--- src/rtl/sparse_pos_packer.sv ---
// Streams a ternary sparse polynomial and packs +1 / -1 positions into the multiplier's pos RAM.
// Optional SPARSE_POS_CODE_CHECK_EN: reserved code 10 sets err (otherwise it is a silent zero).
module sparse_pos_packer #(
    parameter  int N         = 1024,
    parameter  int H         = 384,
    parameter  int CORE_NUM  = 2,
    localparam int POS_WIDTH = $clog2(N),
    localparam int AW        = $clog2(H / CORE_NUM)
) (
    input  logic                          clk,
    input  logic                          rst,
    input  logic                          start,
    input  logic                          coeff_valid,
    input  logic [1:0]                    coeff_in,
    output logic                          coeff_ready,
    output logic                          ram_pos_wr_en,
    output logic [AW-1:0]                 ram_pos_wr_addr,
    output logic [POS_WIDTH*CORE_NUM-1:0] ram_pos_data_in,
    output logic                          done,
    output logic                          err
);
    localparam int WPH = H / (2 * CORE_NUM);
    localparam int SW  = (CORE_NUM > 1) ? $clog2(CORE_NUM) : 1;
    localparam logic [AW-1:0]        WORD_END  = AW'(WPH);
    localparam logic [SW-1:0]        LAST_SLOT = SW'(CORE_NUM - 1);
    localparam logic [POS_WIDTH-1:0] LAST_IDX  = POS_WIDTH'(N - 1);

    typedef enum logic [1:0] {S_IDLE, S_LOAD, S_FLUSH, S_DONE} state_t;
    typedef logic [CORE_NUM-1:0][POS_WIDTH-1:0] word_t;

    state_t               r_state, w_next;
    logic [POS_WIDTH-1:0] r_idx;
    logic [SW-1:0]        r_slot [2];
    logic [AW-1:0]        r_word [2];
    word_t                r_sr   [2];
    word_t                w_full_word [2];
    logic [1:0]           w_push, w_ovf, w_part;
    logic                 w_xfer, w_end_bad;
    logic                 r_wr_en, r_err;
    logic [AW-1:0]        r_wr_addr;
    word_t                r_wr_data;

    // Packer 0 (+1) owns the lower half of the RAM, packer 1 (-1) the upper half.
    function automatic logic [AW-1:0] word_addr(input int k, input logic [AW-1:0] w);
        return (k == 0) ? w : w + WORD_END;
    endfunction

    assign coeff_ready = (r_state == S_LOAD);
    assign w_xfer      = coeff_valid && coeff_ready;
    assign w_push[0]   = w_xfer && (coeff_in == 2'b01);
    assign w_push[1]   = w_xfer && (coeff_in == 2'b11);
    assign w_end_bad   = (r_word[0] != WORD_END) || (r_word[1] != WORD_END);

    always_comb begin
        for (int k = 0; k < 2; k++) begin
            w_ovf[k]       = w_push[k] && (r_word[k] == WORD_END);
            w_part[k]      = (r_slot[k] != '0);
            w_full_word[k] = r_sr[k];
            w_full_word[k][CORE_NUM-1] = r_idx;
        end
    end

    always_comb begin
        w_next = r_state;
        case (r_state)
            S_IDLE:  if (start) w_next = S_LOAD;
            S_LOAD:  if (w_xfer && (r_idx == LAST_IDX)) w_next = S_FLUSH;
            // Stay until both partial words have drained so done trails the last write.
            S_FLUSH: if (w_part == 2'b00) w_next = S_DONE;
            S_DONE:  w_next = S_IDLE;
            default: w_next = S_IDLE;
        endcase
    end

    always_ff @(posedge clk or posedge rst) begin
        if (rst) r_state <= S_IDLE;
        else     r_state <= w_next;
    end

    always_ff @(posedge clk or posedge rst) begin
        if (rst) begin
            r_idx     <= '0;
            r_wr_en   <= 1'b0;
            r_wr_addr <= '0;
            r_wr_data <= '0;
            r_err     <= 1'b0;
            for (int k = 0; k < 2; k++) begin
                r_slot[k] <= '0;
                r_word[k] <= '0;
                r_sr[k]   <= '0;
            end
        end else begin
            r_wr_en <= 1'b0;
            if ((r_state == S_IDLE) && start) begin
                r_idx <= '0;
                r_err <= 1'b0;
                for (int k = 0; k < 2; k++) begin
                    r_slot[k] <= '0;
                    r_word[k] <= '0;
                    r_sr[k]   <= '0;
                end
            end
            if (w_xfer) r_idx <= r_idx + 1'b1;
            for (int k = 0; k < 2; k++) begin
                if (w_ovf[k]) begin
                    r_err <= 1'b1;
                end else if (w_push[k]) begin
                    if (r_slot[k] == LAST_SLOT) begin
                        r_wr_en   <= 1'b1;
                        r_wr_addr <= word_addr(k, r_word[k]);
                        r_wr_data <= w_full_word[k];
                        r_word[k] <= r_word[k] + 1'b1;
                        r_slot[k] <= '0;
                        r_sr[k]   <= '0;
                    end else begin
                        r_sr[k][r_slot[k]] <= r_idx;
                        r_slot[k]          <= r_slot[k] + 1'b1;
                    end
                end
            end
`ifdef SPARSE_POS_CODE_CHECK_EN
            if (w_xfer && (coeff_in == 2'b10)) r_err <= 1'b1;
`endif
            if (r_state == S_FLUSH) begin
                if (w_end_bad) r_err <= 1'b1;
                // Slot registers are cleared on every write, so unused slots go out as zero.
                if (w_part[0]) begin
                    r_wr_en   <= 1'b1;
                    r_wr_addr <= word_addr(0, r_word[0]);
                    r_wr_data <= r_sr[0];
                    r_slot[0] <= '0;
                    r_sr[0]   <= '0;
                end else if (w_part[1]) begin
                    r_wr_en   <= 1'b1;
                    r_wr_addr <= word_addr(1, r_word[1]);
                    r_wr_data <= r_sr[1];
                    r_slot[1] <= '0;
                    r_sr[1]   <= '0;
                end
            end
        end
    end

    assign ram_pos_wr_en   = r_wr_en;
    assign ram_pos_wr_addr = r_wr_addr;
    assign ram_pos_data_in = r_wr_data;
    assign done            = (r_state == S_DONE);
    assign err             = r_err;
endmodule
--- config.mk ---
export PLATFORM = sky130hd
export DESIGN_NAME = sparse_pos_packer
export DESIGN_NICKNAME = d
export VERILOG_FILES = /design/src/rtl/sparse_pos_packer.sv
export SDC_FILE = /design/constraint.sdc
export NUM_CORES = 1
export LEC_CHECK = 0
export BUFFER_PORTS_ARGS = -buffer_cell sky130_fd_sc_hd__buf_2
export CAP_MARGIN = 20
export CORE_MARGIN = 2
export CORE_UTILIZATION = 65
export CTS_CLUSTER_SIZE = 28
export DETAILED_ROUTE_END_ITERATION = 7
export HOLD_SLACK_MARGIN = 0.06
export PLACE_DENSITY = 0.84
export SLEW_MARGIN = 10
export SYNTH_ARGS = -nofsm -noshare
export SYNTH_HDL_FRONTEND = slang
export SYNTH_SLANG_ARGS = --single-unit
--- constraint.sdc ---
create_clock -name clk -period 6.5 [get_ports clk]
set_clock_uncertainty 0.2 [all_clocks]
set_input_delay 0 -clock clk [delete_from_list [all_inputs] [get_ports clk]]
set_output_delay 0 -clock clk [all_outputs]
set_load 0.005 [all_outputs]
Word level (Yosys, flattened, before mapping):

Cells that the tools add are included.
Widths: inputs -> output; s select.

* $add $sub $neg: 6
* multipliers: 0
* divide/modulo/power cells: 0
* magnitude comparators: 4
* eq/ne operators: 13
* shift operators: 0
* multiplexer cells: 73
* bitwise gates (word level): 0
* reductions and logical operators: 14

Operator list (number)
* $mux 20: 18
* $mux 8: 15
* $mux 40: 2
* $bwmux 20: 2
* $mux 10: 4
* $mux 1: 23
* $demux 10 s1: 2
* $add 8x1->8 const B: 2
* $eq 8x7->1 const B: 2
* $mux 16: 1
* $ne 8x7->1 const B: 2
* $add 10x1->10 const B: 1
* $eq 10x10->1 const B: 1
* $mux 2: 5
* $logic_and 1x1->1: 9
* $add 8x7->8 const B: 1
* $pmux 2 s4: 1
* $eq 2x2->1 const B: 3
* $eq 2x1->1 const B: 2
* $logic_not 2->1: 2
* $lt 1x2->1 const B: 2
* $ne 2x2->1 const B: 2
* $reduce_and 3->1: 1
* $add 1x1->1 const B: 2
* 4 further kinds: 5

* register bits: 100
* bits in latches: 0
* memory bits (writable): 0
* ROM bits: 0
* input port bits: 6
* output and inout port bits: 32
* memories: 0

Depth between registers and ports, before layout:

Gate-level depths: netlist (run 1).

* depth in word-level cells: 11
* gate-level depth with buffers: 10

Worst setup path before layout (run 1):

OpenSTA, ideal clock, no wires.

* path kind: reg-to-reg
* start: register r_state[1]
* end: register r_wr_addr[1] (netlist: ram_pos_wr_addr[1])
* setup time: 0.128 ns
* arrival time: 2.061 ns
* required time: 6.172 ns
* setup slack: 4.110 ns
* stages on the path, launching flop included: 10
* buffers on the path: 3
* period minus slack after synthesis: 2.390 ns
* cell sequence: dfrtp_1 > inv_1 > ha_1 > clkbuf_1 > nand3_1 > a311o_1 > buf_2 > buf_2 > a221oi_1 > o21ai_1

* word-level cells in the longest chain between the ends: 11
* elaborated cells on any way between the ends: 15

RTL lines
* start: declaration: RTL line 31 `state_t r_state, w_next;`
* start signal: assignment: RTL line 77 `else r_state <= w_next;`
* $eq 2x1->1 (*): RTL line 48 `assign coeff_ready = (r_state == S_LOAD);`
* net coeff_ready: RTL line 15 `output logic coeff_ready,`
* $logic_and 1x1->1 (*): RTL line 49 `assign w_xfer = coeff_valid && coeff_ready;`
* $logic_and 1x1->1: RTL line 50 `assign w_push[0] = w_xfer && (coeff_in == 2'b01);`
* $mux 8 or $logic_and 1x1->1 (tied branches): RTL line 107, 56
* $mux 8: RTL line 105 `if (w_ovf[k]) begin`
* $mux 8: RTL line 108 `if (r_slot[k] == LAST_SLOT) begin`
* $mux 8: RTL line 107 `end else if (w_push[k]) begin`
* $mux 8 (*): RTL line 105
* $mux 8: RTL line 133 `end else if (w_part[1]) begin`
* $mux 8: RTL line 127 `if (w_part[0]) begin`
* $mux 8 (*): RTL line 124 `if (r_state == S_FLUSH) begin`
* end signal: assignment: RTL line 110 `r_wr_addr <= word_addr(k, r_word[k]);`
* end signal: assignment: RTL line 129 `r_wr_addr <= word_addr(0, r_word[0]);`
* end signal: assignment: RTL line 135 `r_wr_addr <= word_addr(1, r_word[1]);`
* end: declaration: RTL line 40 `logic [AW-1:0] r_wr_addr;`

The timed path passes the listed nets; every way through them passes the cells marked *.
A chain may end at the register's enable or synchronous reset.

Worst setup path after layout (run 1):

* start: register r_state[0]
* end: register r_sr[4] (netlist name)

* word-level cells in the longest chain between the ends: 10
* elaborated cells on any way between the ends: 15

RTL lines
* $logic_not 2->1: RTL line 94 `if ((r_state == S_IDLE) && start) begin`
* $logic_and 1x1->1: RTL line 94
* $mux 40: RTL line 94
* $bwmux 20: RTL line 116 `r_sr[k][r_slot[k]] <= r_idx;`
* $mux 20: RTL line 108
* $mux 20: RTL line 107
* $mux 20: RTL line 105
* $mux 20: RTL line 133
* $mux 20: RTL line 127
* $mux 40 (*): RTL line 124
* end signal: indexed assignment: RTL line 116
* end: declaration: RTL line 35 `word_t r_sr [2];`

Mark *: on every way between the ends. The rest lies on a longest branch, timed or not.

==> flow_summary_export.csv, run 1 <==
group,metric,value,unit
flow_run,max_cap_viol_count,0,
place,gp_congestion,0.9322,
layout,fin_area,0.005416,sq mm
route,drc,0,
synthesis,synth.avg_cell_area,9.726,sq um
pwr,p_comb_share,20.9,%
clock_tree,htreeDepth,3,
die,num_rows,31,
pwr,clkPwrFrac,25.1,%
clock_tree,clk_path_buf_depth,2,
synthesis,ys_types,54,
synthesis,yosysTopAreaCell,"dfrtp_1",
route,totalWireLength,11780,um
pwr,total_power,0.001557,W
status,status,"finished, final reports clean",
pwr,seq_power_share,53.9,%
synthesis,synthesis.area,0.004941,sq mm
clock_tree,cts_buffers,9,
layout,antenna_cells,0,
clock_tree,cts_tree,"yes",
setup_path,arrival,3.25,ns
global_routing,grt_usage,30.27,%
hold_path,hp-start,"coeff_in[1]",
timing,setup_viol,0,
timing,max_freq,308.4,MHz
setup_path,end_kind,"flop",
synthesis,synth_top_cell_area_share,50.65,%
clock_tree,worstSkewPairLatency,0.37,ns
pwr,p_sw,0.0004945,W
global_routing,antenna_found_initial,0,
pwr,swShare,31.76,%
pwr,peakVddDrop,0.1757,mV
timing,finalCritPeriodShare,49.88,%
place,place_area,0.005175,sq mm
synthesis,synth-seq-cells,100,
layout,post-route-util,74.28,%
route,ant_nets,0,
layout,nets,551,
setup_path,crit_start,"r_state[0]$_DFFE_PP0P_",
route,wl_per_cell,18.53,um
route,first_iter_violations,464,
global_routing,first_global_vias,4068,
setup_path,cp-start-kind,"flop",
synthesis,synthTopCellsByCount,"dfrtp_1, o21ai_0, nand2_1, nand3_1",
place,io_buffer_count,37,
timing,finalHoldViolations,0,
pwr,intPower,0.001062,W
timing,tightestPinTransition,1.015,ns
setup_path,reg2reg_from,"r_state[0]$_DFFE_PP0P_",
synthesis,yosysMostFrequentCell,"dfrtp_1",
die,dieHeight,91.19,um
clock_tree,clk_pin_slew,0.09,ns
synthesis,yosys_most_used_dff,"dfrtp_1",
hold_path,hp-class,"in -> reg",
pwr,p_leak,2.473,nW
clock_tree,postCtsSetupBuffers,0,
timing,rsz0062_at_grt,"false",
global_routing,overflow,0,
timing,slew_viol_final,0,
die,core,0.007292,sq mm
die,dieArea,0.008315,sq mm
die,fp.dieW,91.19,um
synthesis,syn_nets,526,
layout,drive_gt1_share,14.71,%
synthesis,syn_inst,508,
synthesis,synth_edf_count,0,
route,dr.pass1.iters,5,
die,pin_count,38,
place,dp_hpwl,8047,um
clock_tree,root_buffer,"clkbuf_8",
timing,maxSlewHeadroom,32.36,%
layout,area_growth,9.623,%
die,initial_core_util,67.76,%
timing,fin_tns_setup,0,ns
synthesis,async_reset_ff_share,100.0,%
synthesis,yosysSeqAreaShare,50.65,%
setup_path,crit_fanout,25,
layout,n_fill_cell,564,
setup_path,worst-setup-path-type,"reg -> reg",
route,viasPerCell,6.492,
synthesis,yosys_warnings,0,
global_routing,grt_max_degree,61,
synthesis,ys_top_cells_by_area,"dfrtp_1, o21ai_0, nand3_1",
clock_tree,cts.sinks,100,
setup_path,worstPathRequired,6.51,ns
pwr,power_density,287.4,mW/mm^2
global_routing,grt_pass1_wl,19730,um
route,vias,4129,
timing,period_minus_slack,3.243,ns
-- path summary, 6_finish.rpt --
check,to,slack (ns),cells past startpoint
worst max-delay path,r_sr[4]$_DFF_PP0_,3.26,8
worst min-delay path,r_word[0]$_DFF_PP0_,0.09,3
worst max register to register,r_sr[4]$_DFF_PP0_,3.26,8
worst min register to register,ram_pos_wr_addr[5]$_DFF_PP0_,0.30,2
max in group asynchronous,r_slot[1]$_DFF_PP0_,4.39,5
min in group asynchronous,r_sr[39]$_DFF_PP0_,0.59,4
-- state kept, by name, summed over array words and instances, names as in the netlist --
signal           flops
r_sr                40
r_slot               2
ram_pos_wr_en        1
err                  1
ram_pos_wr_addr      8
ram_pos_data_in     20
r_idx               10
r_word              16
r_state              2
-- stage by stage --
stage / worst slack [ns] / hold WS [ns] / cells
after CTS: 3.284 / 0.07782 / 636
final: 3.258 / 0.09162 / 636
after global routing: 2.960 / 0.1178 / 636
after global placement: 3.441 / -0.1307 / 614
after detailed placement: 3.320 / -0.1290 / 616
after floorplan: 3.681 / 0.02144 / 508
-- kinds of logic (layout without fill, tap and decap cells) --
kind of cell               Yosys count  count (layout)  synth area share [%]
and+or+nand+nor                    175             175                 18.23
AOI/OAI and AO/OA                  151             151                 20.18
DFF                                100             100                 50.65
buffers and inverters               53              82                 4.507
muxes                               14              14                 2.861
adders and majority gates           12              12                 3.039
xor gates and xnor gates             3               3                0.5319
-- layer usage --
metal / vias to the layer above / wire length [um] / global-route usage (%)
met5: - / 0 / 0
met3: 37 / 998 / 7.884
met2: 203 / 5595 / 47.22
li1: 1870 / - / -
met1: 2019 / 4898 / 40.26
met4: 0 / 291 / 13.13
-- layout by cell type (no fill, tap or decap), drive strengths merged, types with 18 or more instances in the layout --
cell type | Yosys | routed
and3 | 23 | 23
o21ai | 72 | 72
nand2 | 45 | 45
inv | 18 | 18
nand3 | 41 | 41
buf | 11 | 44
nand2b | 21 | 21
dfrtp | 100 | 100
nor2 | 24 | 24
a21oi | 24 | 24
-- cell type report --
class	instances	area [sq um]	share of cell area, %
Inverter	18	70.07	1.294
Multi-Input combinational cell	355	2233	41.23
Sequential cell	100	2502	46.20
Timing Repair Buffer	49	295.3	5.452
Tap cell	99	123.9	2.287
Clock buffer	11	141.4	2.610
Clock inverter	4	50.05	0.9240
-- repair_timing --
item / 4_1_cts / 5_1_grt
resized for setup: 0 / 0
hold buffers: 5 / 0
endpoints found under the hold margin: 51 / 0
-- power groups by stage --
stage               Combinational, W  Clock (W)  Sequential, W
floorplan                   0.000224          0       0.000811
global placement            0.000311          0       0.000840
detailed placement          0.000324          0       0.000844
CTS                         0.000327   0.000396       0.000836
global route                0.000366   0.000424       0.000854
finish                      0.000326   0.000392       0.000840
-- worst max-delay path, stage by stage (launching register included) --
cell	delay, ns
dfrtp_1	0.42
inv_1	0.13
ha_1	0.35
nor2b_1	0.26
and2_1	0.84
nor2_1	0.36
buf_4	0.30
nand3_1	0.09
o21ai_0	0.13
Note: power is estimated with default switching activity, not from simulation.
==> inputs of run 2 (changes only) <==
CORE_UTILIZATION = 60   (was 65)
PLACE_DENSITY = 0.79   (was 0.84)
clock period = 3.1 ns   (was 6.5 ns; I/O delays follow)
==> flow_summary_export.csv, run 2 (synthesis gave the netlist of run 1 again) <==
group,metric,value,unit
die,num_rows,33,
setup_path,path_cells,"inv_1 -> ha_1 -> nand3_1 -> a311oi_4 -> buf_4 -> nand2_1 -> a31oi_1 -> a221o_1",
timing,max_freq,359.2,MHz
timing,finalCritPeriodShare,89.82,%
global_routing,grt_max_degree,62,
clock_tree,clk_pin_slew,0.10,ns
global_routing,grt_usage,28.87,%
setup_path,worstPathRequired,3.21,ns
die,initial_core_util,61.05,%
hold_path,hp-class,"in -> reg",
layout,regMostFlops,"r_sr",
layout,antenna_cells,0,
timing,fin_tns_setup,0,ns
route,totalWireLength,12170,um
route,wl_per_cell,18.73,um
clock_tree,htreeDepth,3,
clock_tree,cts.sinks,100,
clock_tree,cts_tree,"yes",
route,first_iter_violations,353,
clock_tree,cts_buffers,9,
pwr,p_leak,2.541,nW
pwr,total_power,0.003470,W
setup_path,worst-path-buf-inv,2,
die,pin_count,38,
global_routing,antenna_found_initial,0,
timing,rsz0062_at_grt,"false",
setup_path,arrival,2.89,ns
die,dieArea,0.008977,sq mm
place,dp_hpwl,8205,um
timing,slew_viol_final,0,
global_routing,first_global_vias,3873,
layout,final_common_cell,"dfrtp_1",
clock_tree,root_buffer,"clkbuf_8",
timing,tightestPinTransition,0.7562,ns
die,fp.dieW,94.75,um
flow_run,max_cap_viol_count,0,
place,pre_cts_slack,0.3942,ns
setup_path,crit_fanout,11,
pwr,power_density,626.9,mW/mm^2
clock_tree,postCtsSetupBuffers,0,
timing,setup_viol,0,
global_routing,overflow,0,
layout,drive_gt1_share,16.15,%
timing,maxSlewHeadroom,49.59,%
setup_path,end_kind,"flop",
setup_path,crit_family,"compound AO/OA/AOI/OAI gates",
pwr,peakVddDrop,0.3392,mV
timing,setup_ws,0.3157,ns
die,core,0.008093,sq mm
timing,period_minus_slack,2.784,ns
global_routing,grt_pass1_wl,19700,um
route,drc,0,
die,dieHeight,94.75,um
status,status,"finished, final reports clean",
clock_tree,cts_resized,0,
layout,area_growth,12.03,%
route,dr.pass1.iters,5,
route,viasPerCell,6.280,
setup_path,worst-setup-path-type,"reg -> reg",
layout,post-route-util,68.40,%
clock_tree,worstSkewPairLatency,0.37,ns
clock_tree,clk_path_buf_depth,2,
route,ant_nets,0,
setup_path,cp-start-kind,"flop",
setup_path,cp_slowest_cell,"a311oi_4",
place,gp_congestion,0.8369,
timing,finalHoldViolations,0,
place,io_buffer_count,37,
layout,final_cell_mix,"dfrtp_1, o21ai_0, nand2_1",
setup_path,slowest_delay,0.62,ns
route,vias,4082,
layout,nets,558,
layout,largest_reg_flops,40,
[run 2: power breakdown]
part | internal [W] | switching [W] | leakage, nW
Clock | 0.000544 | 0.000473 | 0.125
Combinational | 0.000336 | 0.000372 | 1.08
Sequential | 0.00151 | 0.000234 | 1.34
[run 2: layer usage]
metal  track usage [%]  vias up  wire length [um]
met5                 0        -                 0
met4             8.333        0               235
met3             6.544       25               894
li1                  -     1889                 -
met2             45.57      190              5803
met1             40.37     1978              5241
[run 2: worst min-delay path: cells and delay by family]
family / cells / cell delay (ns)
buffers and inverters: 1 / 0.12
AOI/OAI and AO/OA: 1 / 0.13
and+or+nand+nor: 3 / 0.37
[run 2: final cells by class]
cell class / count / area, sq um
well taps: 105 / 131.4
clock buffers: 9 / 123.9
clock inverters: 7 / 121.4
flip-flops and latches: 100 / 2502
fillers: 635 / 2557
repair buffers: 56 / 352.8
multi-input cells: 355 / 2233
inverters: 18 / 70.07
[run 2: path summary, 6_finish.rpt]
| kind | startpoint | endpoint | slack, ns | depth (start not counted) |
|---|---|---|---|---|
| max | r_state[1]$_DFFE_PP0P_ | ram_pos_data_in[3]$_DFF_PP0_ | 0.32 | 8 |
| min | coeff_in[0] | r_word[15]$_DFF_PP0_ | 0.09 | 5 |
| max reg2reg | r_state[1]$_DFFE_PP0P_ | ram_pos_data_in[3]$_DFF_PP0_ | 0.32 | 8 |
| min reg2reg | ram_pos_wr_addr[5]$_DFF_PP0_ | ram_pos_wr_addr[5]$_DFF_PP0_ | 0.30 | 2 |
| max in group asynchronous | rst | ram_pos_data_in[2]$_DFF_PP0_ | 1.90 | 4 |
| min in group asynchronous | rst | r_sr[13]$_DFF_PP0_ | 0.13 | 3 |
[run 2: repair_timing]
action                     in CTS  in global routing
hold buffers                    5                  0
setup endpoints to repair       0                  0
hold endpoints to repair       89                  0
[run 2: per-stage QoR]
stage | cell area (sq um) | hold slack (ns) | instances
floorplan | 4941 | 0.02144 | 508
global placement | 5240 | -0.01720 | 629
detailed placement | 5240 | -0.006354 | 629
CTS | 5535 | 0.07204 | 650
global route | 5535 | 0.1037 | 650
finish | 5535 | 0.08675 | 650
==> inputs of run 3 (changes only) <==
ABC_AREA = 1   (was default)
CORE_UTILIZATION = 61   (was 60)
==> flow_summary_export.csv, run 3 <==
group,metric,value,unit
pwr,power_density,614.0,mW/mm^2
clock_tree,clk_path_buf_depth,2,
route,ant_nets,0,
layout,multi_input_area,0.002451,sq mm
layout,n_fill_cell,751,
synthesis,yosysTopAreaCell,"dfrtp_1",
global_routing,grt_usage,30.03,%
pwr,p_leak,3.067,nW
global_routing,grt_pass1_wl,23720,um
timing,slew_viol_final,0,
status,status,"finished, final reports clean",
synthesis,synthTopCellsByCount,"nand2_1, inv_1, dfrtp_1, o21ai_0, nand3_1",
synthesis,synth_top_family_by_area,"simple AND/OR/NAND/NOR gates",
global_routing,antenna_found_initial,0,
synthesis,synth-seq-cells,100,
synthesis,synth.avg_cell_area,7.570,sq um
timing,period_minus_slack,2.760,ns
timing,setup_viol,0,
synthesis,synth_xor_area_share,0.6288,%
synthesis,ys_top_cells_by_area,"dfrtp_1, nand2_1, inv_1",
global_routing,grt_max_degree,49,
setup_path,crit_family,"buffers and inverters",
layout,regMostFlops,"r_sr",
synthesis,synthMuxAreaShare,0,%
synthesis,synthSimpleGateAreaFrac,27.53,%
clock_tree,postCtsSetupBuffers,0,
die,pin_count,38,
layout,drive_gt1_share,11.84,%
timing,holdWs,0.08130,ns
setup_path,arrival,2.88,ns
clock_tree,clk_pin_slew,0.11,ns
clock_tree,cts.sinks,100,
synthesis,yosysMostFrequentCell,"nand2_1",
route,dr.pass1.iters,5,
flow_run,max_cap_viol_count,0,
route,viasPerCell,5.697,
synthesis,synth-compound-area-share,13.02,%
route,drc,0,
die,dieHeight,99.57,um
die,fp.dieW,99.57,um
die,num_rows,34,
layout,area_growth,9.589,%
synthesis,syn_nets,754,
layout,nets,790,
clock_tree,root_buffer,"clkbuf_8",
timing,finalCritPeriodShare,89.05,%
layout,final_common_cell,"nand2_1",
layout,largest_reg_flops,40,
clock_tree,htreeDepth,3,
setup_path,end_kind,"flop",
die,dieArea,0.009914,sq mm
pwr,peakVddDrop,0.4378,mV
synthesis,synth_top_cell_area_share,44.91,%
die,initial_core_util,63.27,%
synthesis,synthesis.area,0.005572,sq mm
setup_path,cp_slowest_cell,"dlygate4sd3_1",
setup_path,worst-setup-path-type,"reg -> reg",
setup_path,crit_fanout,10,
layout,final_cell_mix,"nand2_1, inv_1, dfrtp_1",
route,vias,5042,
setup_path,worstPathRequired,3.22,ns
setup_path,cp_common_cell,"dlygate4sd3_1",
synthesis,synth_edf_count,0,
timing,finalHoldViolations,0,
clock_tree,hold_buffers,7,
place,dp_hpwl,9295,um
layout,antenna_cells,0,
synthesis,yosysSeqAreaShare,44.91,%
setup_path,worst-path-buf-inv,4,
place,io_buffer_count,37,
timing,rsz0062_at_grt,"false",
place,gp_congestion,0.8707,
hold_path,hp-class,"in -> reg",
synthesis,synthAdderAreaFrac,2.695,%
synthesis,async_reset_ff_share,100.0,%
route,first_iter_violations,389,
timing,max_freq,362.3,MHz
clock_tree,worstSkewPairLatency,0.38,ns
synthesis,syn_inst,736,
synthesis,yosys_warnings,0,
setup_path,slowest_delay,0.58,ns
layout,regArea,0.002502,sq mm
synthesis,yosys_most_used_dff,"dfrtp_1",
clock_tree,cts_tree,"yes",
route,totalWireLength,13960,um
synthesis,ys_types,38,
global_routing,first_global_vias,4908,
route,wl_per_cell,15.77,um
timing,fin_tns_setup,0,ns
timing,tightestPinTransition,0.7567,ns
die,core,0.008806,sq mm
setup_path,path_cells,"inv_1 -> ha_1 -> nand2_4 -> inv_4 -> nand3_2 -> dlygate4sd3_1 -> o2111ai_1 -> dlygate4sd3_1",
clock_tree,cts_resized,0,
clock_tree,cts_buffers,9,
setup_path,cp-start-kind,"flop",
timing,maxSlewHeadroom,49.55,%
global_routing,overflow,0,
## run 3: changes by cell type after synthesis, moves of 13 or more
cell and change:
nand3_1 +22, inv_1 +92, o22ai_1 +15, nand2_1 +140, nand2b_1 -21, and3_1 -21
mux2i_1 -13, nor2_1 +22
## run 3: layer usage
layer | vias to the layer above | track usage [%] | wire (um)
li1 | 2437 | - | -
met1 | 2403 | 41.52 | 6147
met2 | 183 | 48.60 | 6592
met3 | 19 | 5.973 | 993
met4 | 0 | 8.535 | 226
met5 | - | 0 | 0
## run 3: kinds of logic (layout without fill, tap and decap cells)
group                    count (synthesis)  in the layout
XOR/XNOR                                 4              4
AND/OR/NAND/NOR                        342            342
buffers and inverters                  150            191
flip-flops                             100            100
AO/OA/AOI/OAI                          128            128
adder cells (fa/ha/maj)                 12             12
## run 3: power by group
group          switching (W)  internal [W]  leakage (nW)
clock network       0.000527      0.000321        0.0994
logic               0.000761      0.000469          1.60
registers           0.000163       0.00151          1.37
total                0.00145       0.00230          3.07
## run 3: through the flow
step / utilization (%) / cells / setup slack [ns] / power (W) / instance area, sq um
6_report: 69.34 / 885 / 0.3395 / 0.003749 / 6106
5_1_grt: 69.34 / 885 / 0.2526 / 0.004003 / 6106
4_1_cts: 69.34 / 885 / 0.4089 / 0.003746 / 6106
3_5_place_dp: 66.23 / 862 / 0.5094 / 0.002888 / 5832
3_3_place_gp: 66.23 / 862 / 0.6282 / 0.002835 / 5832
2_1_floorplan: - / 736 / 0.2812 / 0.002470 / 5572
## run 3: worst register-to-register path: cells and delay by family (launching register included)
kind,cells,cell delay (ns)
adder cells (fa/ha/maj),1,0.23
buffers and inverters,4,1.39
AND/OR/NAND/NOR,2,0.24
flip-flops,1,0.43
AO/OA/AOI/OAI,1,0.21
## run 3: area by class of cell
cell class | count | area share, %
flip-flops and latches | 100 | 40.98
multi-input cells | 486 | 40.14
inverters | 118 | 7.336
repair buffers | 57 | 5.984
well taps | 108 | 2.213
clock buffers | 9 | 2.029
clock inverters | 7 | 1.311
## run 3: worst paths after layout
kind	slack (ns)	cells after the start	end	from
max	0.34	8	err$_DFF_PP0_	r_state[1]$_DFFE_PP0P_
min	0.08	5	r_word[8]$_DFF_PP0_	coeff_in[0]
max reg2reg	0.34	8	err$_DFF_PP0_	r_state[1]$_DFFE_PP0P_
min reg2reg	0.31	2	r_sr[17]$_DFF_PP0_	r_sr[17]$_DFF_PP0_
max in group asynchronous	1.27	5	r_idx[6]$_DFFE_PP0P_	rst
min in group asynchronous	0.63	4	r_sr[32]$_DFF_PP0_	rst
